$ cat src/rtl/fifo_pkg.sv
// Shared constants and helpers for the occupancy-reporting FIFO.
package fifo_pkg;

  localparam int STALL_CNT_W = 16;
  localparam logic [STALL_CNT_W-1:0] STALL_CNT_MAX = 16'hFFFF;

  // Pointers and count carry one extra bit so a full FIFO is distinguishable from empty.
  function automatic int cnt_w(input int logdepth);
    return logdepth + 1;
  endfunction

endpackage

$ cat src/rtl/ASYNC_RAM_DP.sv
// Dual-port RAM: port 0 synchronous write, port 1 asynchronous read.
module ASYNC_RAM_DP #(
  parameter int DW = 32,
  parameter int AW = 3
) (
  input  logic          clk,
  input  logic          we0,
  input  logic [AW-1:0] addr0,
  input  logic [DW-1:0] wdata0,
  input  logic [AW-1:0] addr1,
  output logic [DW-1:0] rdata1
);

  logic [DW-1:0] mem [0:(1<<AW)-1];

  always_ff @(posedge clk) begin
    if (we0) mem[addr0] <= wdata0;
  end

  assign rdata1 = mem[addr1];

endmodule

$ cat src/rtl/fifo_ptr.sv
// Wrap-bit pointer with increment enable and synchronous clear.
module fifo_ptr
  import fifo_pkg::*;
#(
  parameter int LOGDEPTH = 3
) (
  input  logic                  clk,
  input  logic                  rst_n,
  input  logic                  clr,
  input  logic                  inc,
  output logic [LOGDEPTH:0]     ptr
);

  localparam int PW = cnt_w(LOGDEPTH);
  localparam logic [PW-1:0] PTR_ONE = PW'(1);

  // Clear wins over increment so a flush always lands on an empty FIFO.
  always_ff @(posedge clk or negedge rst_n) begin
    if (!rst_n)   ptr <= '0;
    else if (clr) ptr <= '0;
    else if (inc) ptr <= ptr + PTR_ONE;
  end

endmodule

$ cat src/rtl/fifo_occupancy.sv
// Synchronous FIFO with fill-level reporting, almost flags and flush.
// Define FIFO_STATS_EN to build the hwm / stall_cnt statistics registers.
module fifo_occupancy
  import fifo_pkg::*;
#(
  parameter int WIDTH     = 32,
  parameter int LOGDEPTH  = 3,
  parameter int AF_THRESH = (1 << LOGDEPTH) - 1,
  parameter int AE_THRESH = 1
) (
  input  logic                   clk,
  input  logic                   rst_n,
  input  logic                   flush,
  input  logic                   enq_valid,
  input  logic [WIDTH-1:0]       enq_data,
  output logic                   enq_ready,
  output logic                   deq_valid,
  output logic [WIDTH-1:0]       deq_data,
  input  logic                   deq_ready,
  output logic [LOGDEPTH:0]      count,
  output logic                   almost_full,
  output logic                   almost_empty,
  output logic [LOGDEPTH:0]      hwm,
  output logic [STALL_CNT_W-1:0] stall_cnt
);

  localparam int DEPTH = 1 << LOGDEPTH;
  localparam int CW    = cnt_w(LOGDEPTH);
  localparam logic [CW-1:0] AF_LIM = CW'(AF_THRESH);
  localparam logic [CW-1:0] AE_LIM = CW'(AE_THRESH);

  if (LOGDEPTH < 1 || LOGDEPTH > 10) begin : g_bad_logdepth
    $error("fifo_occupancy: LOGDEPTH must be in 1..10");
  end
  if (AF_THRESH < 1 || AF_THRESH > DEPTH) begin : g_bad_af
    $error("fifo_occupancy: AF_THRESH must be in 1..DEPTH");
  end
  if (AE_THRESH < 0 || AE_THRESH > DEPTH - 1) begin : g_bad_ae
    $error("fifo_occupancy: AE_THRESH must be in 0..DEPTH-1");
  end

  logic [CW-1:0] wr_ptr;
  logic [CW-1:0] rd_ptr;
  logic          full;
  logic          empty;
  logic          enq_fire;
  logic          deq_fire;

  assign empty = (wr_ptr == rd_ptr);
  assign full  = (wr_ptr[LOGDEPTH-1:0] == rd_ptr[LOGDEPTH-1:0]) &&
                 (wr_ptr[LOGDEPTH] != rd_ptr[LOGDEPTH]);
  assign count = wr_ptr - rd_ptr;

  // Handshakes depend only on registered pointers and flush, never on the far side.
  assign enq_ready = !full && !flush;
  assign deq_valid = !empty && !flush;
  assign enq_fire  = enq_valid && enq_ready;
  assign deq_fire  = deq_valid && deq_ready;

  assign almost_full  = (count >= AF_LIM);
  assign almost_empty = (count <= AE_LIM);

  fifo_ptr #(.LOGDEPTH(LOGDEPTH)) u_wr_ptr (
    .clk   (clk),
    .rst_n (rst_n),
    .clr   (flush),
    .inc   (enq_fire),
    .ptr   (wr_ptr)
  );

  fifo_ptr #(.LOGDEPTH(LOGDEPTH)) u_rd_ptr (
    .clk   (clk),
    .rst_n (rst_n),
    .clr   (flush),
    .inc   (deq_fire),
    .ptr   (rd_ptr)
  );

  ASYNC_RAM_DP #(.DW(WIDTH), .AW(LOGDEPTH)) u_ram (
    .clk    (clk),
    .we0    (enq_fire),
    .addr0  (wr_ptr[LOGDEPTH-1:0]),
    .wdata0 (enq_data),
    .addr1  (rd_ptr[LOGDEPTH-1:0]),
    .rdata1 (deq_data)
  );

`ifdef FIFO_STATS_EN
  localparam logic [CW-1:0] CNT_ONE = CW'(1);

  logic [CW-1:0] count_next;

  always_comb begin
    count_next = count;
    if (flush)                      count_next = '0;
    else if (enq_fire && !deq_fire) count_next = count + CNT_ONE;
    else if (deq_fire && !enq_fire) count_next = count - CNT_ONE;
  end

  // Statistics survive flush; only reset clears them.
  always_ff @(posedge clk or negedge rst_n) begin
    if (!rst_n) begin
      hwm       <= '0;
      stall_cnt <= '0;
    end else begin
      if (count_next > hwm) hwm <= count_next;
      if (enq_valid && !enq_ready && stall_cnt != STALL_CNT_MAX)
        stall_cnt <= stall_cnt + 16'd1;
    end
  end
`else
  assign hwm       = '0;
  assign stall_cnt = '0;
`endif

endmodule

$ cat config.mk
export PLATFORM = sky130hd
export DESIGN_NAME = fifo_occupancy
export DESIGN_NICKNAME = d
export VERILOG_FILES = /design/src/rtl/fifo_pkg.sv /design/src/rtl/ASYNC_RAM_DP.sv /design/src/rtl/fifo_ptr.sv /design/src/rtl/fifo_occupancy.sv
export SDC_FILE = /design/constraint.sdc
export NUM_CORES = 1
export LEC_CHECK = 0
export ABC_AREA = 0
export CAP_MARGIN = 20
export CORE_AREA = 2 2 166 168
export CTS_BUF_LIST = sky130_fd_sc_hd__clkbuf_4 sky130_fd_sc_hd__clkbuf_8
export CTS_CLUSTER_SIZE = 8
export DETAILED_ROUTE_END_ITERATION = 8
export DIE_AREA = 0 0 168 170
export PLACE_DENSITY_LB_ADDON = 0.25
export SLEW_MARGIN = 20
export SYNTH_ARGS = -nofsm -noshare
export SYNTH_HDL_FRONTEND = slang
export SYNTH_SLANG_ARGS = --single-unit
$ cat constraint.sdc
create_clock -name clk -period 6.5 [get_ports clk]
set_input_delay 1.625 -clock clk [delete_from_list [all_inputs] [get_ports clk]]
set_output_delay 1.625 -clock clk [all_outputs]
set_load 0.02 [all_outputs]
==> results.txt <==
Finish-stage setup viols: 0
CTS max path bufs: 3
Critical Path RT: 4.88 ns
Root Buffer: clkbuf_8
CTS Hold Bufs: 0
Full die area: 28600 sq um
Syn Area/Cell: 19.4 sq um
Ys Warns: 0
Count of antenna-violating nets left after detailed routing: 0
Clock skew: 0.0141 ns
Placed cell count: 947
Final period util: 76.2%
Cell count after synthesis: 543
Max Cap Viol: 0
CTS Buf Count: 42
Final Wtd Congestion: 0.736
Yosys reg bits: 264
Initial core utilization: 39.4%
Drt wl/cell: 20.2 um
Multi-input gate area: 2390 sq um
Fin cells: 1017
Crit path max-delay family: buffers and inverters
Setup ws final: 1.55 ns
Slowest Stage Delay on Critical Path: 0.60 ns
Library cells used by synthesis: 36
Critical path type: flip-flop to output port
Overall Global Routing Usage: 14.6%
Status: finished, final reports clean
CTS sink cnt: 264
Clock Latency Late Sink: 0.54 ns
Max-slew headroom: 40.0%
Pleak: 4.07 nW
DRC: 0
Peak VDD IR: 0.127 mV
Critical-path cell list: buf_4 > clkinv_1 > buf_4 > ha_1 > a21oi_1 > a21oi_1 > o211a_1 > clkdlybuf4s50_1
Main synth FF type: edfxtp_1
Nets: 693
HPWL after DPL: 11500 um
CP max FO: 35
Post-CTS setup buffer count: 0
EDFF count, synth: 256
Vias in the first global route: 5461
# resized after CTS: 0
Die W: 168 um
Number of I/O port buffers: 76
Final worst path period need: 4.95 ns
Worst Path Arrival: 3.33 ns
Final Hold Violating Endpoints: 0
CP Buf/Inv Count: 4
Layout area overhead: 17.6%
Pre-CTS WS: 1.64 ns
Post-synth ARST share: 3.03%
Seq. cell area: 7890 sq um
Min-delay worst type: flip-flop to flip-flop
H-tree depth: 2
Die height: 170 um
Vias: 5157
Placement Cell Area: 11600 sq um
Pwr/cell area: 305 nW/um^2
Grt total ovfl: 0
Layout fillers: 2209
Setup TNS: 0 ns
Via/cell ratio: 5.07
Fraction of layout cells with a size suffix above 1: 23.0%
Core area: 26700 sq um
Max Freq: 202 MHz
Initial antenna violation count: 1
CTS tree: yes
Worst slew pin tran: 0.897 ns
CP startpoint kind: flip-flop
Cell area after layout: 12400 sq um
Area of the mapped netlist: 10500 sq um
DRT iter0 DRCs: 275
Clock slew at reported path FFs: 0.06 ns
First-pass GRT wire length: 31200 um
Largest net degree at the start of global routing: 49
CP max-delay cell: clkdlybuf4s50_1
FP Rows: 60
DRT Wirelength: 20600 um
Unrepaired setup endpoints after global routing: no
# IOs: 97
Critical Path End Type: output port
Total iterations of the first detailed-routing run: 4
Final Max Slew Viols: 0
Sequential area share after synthesis: 75.0%
Total power: 3.77 mW
## logic make-up after synthesis
family,count (synthesis),share of synthesized area [%]
flops,264,75.0
simple gates,128,4.92
mux,69,14.2
buf+inv,53,3.45
compound gates,19,1.27
fa+ha+maj,6,0.786
xor+xnor,3,0.250
other cells,1,0.0357
## cell usage after synthesis (3+ instances only)
master    count  area [sq um]
a21oi_1       7          35.0
buf_12        3          60.1
buf_2         8          40.0
buf_4        23           173
clkbuf_1      7          26.3
dfrtp_1       8           200
edfxtp_1    256          7690
ha_1          5          62.6
inv_1         7          26.3
mux2_2        5          56.3
mux4_2       64          1440
nand2_1      99           372
nand3_1       3          15.0
nor2_1       14          52.6
nor2b_1       3          18.8
## worst paths after layout
path                                  from  slack [ns]               end  cells past startpoint
max                        u_rd_ptr.ptr[2]        1.55      almost_empty                      8
min                        u_wr_ptr.ptr[3]        0.61   u_wr_ptr.ptr[3]                      1
max reg2reg                u_rd_ptr.ptr[2]        2.84  u_ram.mem[4][22]                      8
min reg2reg                u_wr_ptr.ptr[3]        0.61   u_wr_ptr.ptr[3]                      1
max in group asynchronous            rst_n        4.78   u_rd_ptr.ptr[0]                      1
min in group asynchronous            rst_n        1.40   u_rd_ptr.ptr[0]                      1
## layout make-up
type | count | share of cell area, %
diodes | 1 | 0.0202
clock buffers | 61 | 5.88
clock inverters | 8 | 0.273
inverters | 8 | 0.243
multi-input cells | 245 | 19.3
flip-flops and latches | 264 | 63.9
well taps | 341 | 3.45
repair buffers | 89 | 6.95
## layer usage
| layer | global-route usage (%) | vias to the layer above | part of all wire, % |
|---|---|---|---|
| met2 | 25.4 | 150 | 51 |
| met4 | 5.10 | 0 | 2.3 |
| li1 | - | 2315 | - |
| met3 | 3.21 | 41 | 5.1 |
| met5 | 0 | - | 0 |
| met1 | 18.2 | 2651 | 42 |
## power by group
| part | internal [mW] | leakage [nW] | switching (mW) |
|---|---|---|---|
| combinational | 0.276 | 1.25 | 0.273 |
| clock | 0.708 | 0.403 | 0.582 |
| sequential | 1.90 | 2.42 | 0.0327 |
## stage by stage
stage	util [%]	hold slack, ns
finish	46.4	0.605
global route	46.4	0.628
global placement	43.5	0.595
CTS	46.4	0.607
floorplan	-	0.566
detailed placement	43.5	0.592
## cell usage in the layout (no fill, tap or decap), types with 2 or more instances in the layout
cell,n
edfxtp_1,256
nand2_1,99
clkdlybuf4s50_1,76
mux4_2,64
clkbuf_8,43
conb_1,20
clkbuf_4,18
buf_4,13
nor2_1,8
clkinv_1,8
a21oi_1,7
inv_1,7
nor2_4,6
dfrtp_1,6
mux2_2,5
ha_1,5
nand3_1,3
nor2b_1,3
nand3b_1,2
xor2_1,2
and3_1,2
o211ai_1,2
nor3_2,2
a21boi_0,2
o2111ai_1,2
o31ai_1,2
nand4_1,2
## registers in the layout, indices dropped and copies added (netlist names)
signal	count
u_ram.mem	256
u_wr_ptr.ptr	4
u_rd_ptr.ptr	4
## worst register-to-register path: stages, from the launching register on
cell	delay, ns
dfrtp_1	0.32
buf_4	0.44
clkinv_1	0.13
buf_4	0.32
ha_1	0.43
nand3_1	0.22
o211ai_1	0.32
nor2_4	0.83
buf_4	0.35
(Power assumes the default switching activity.)
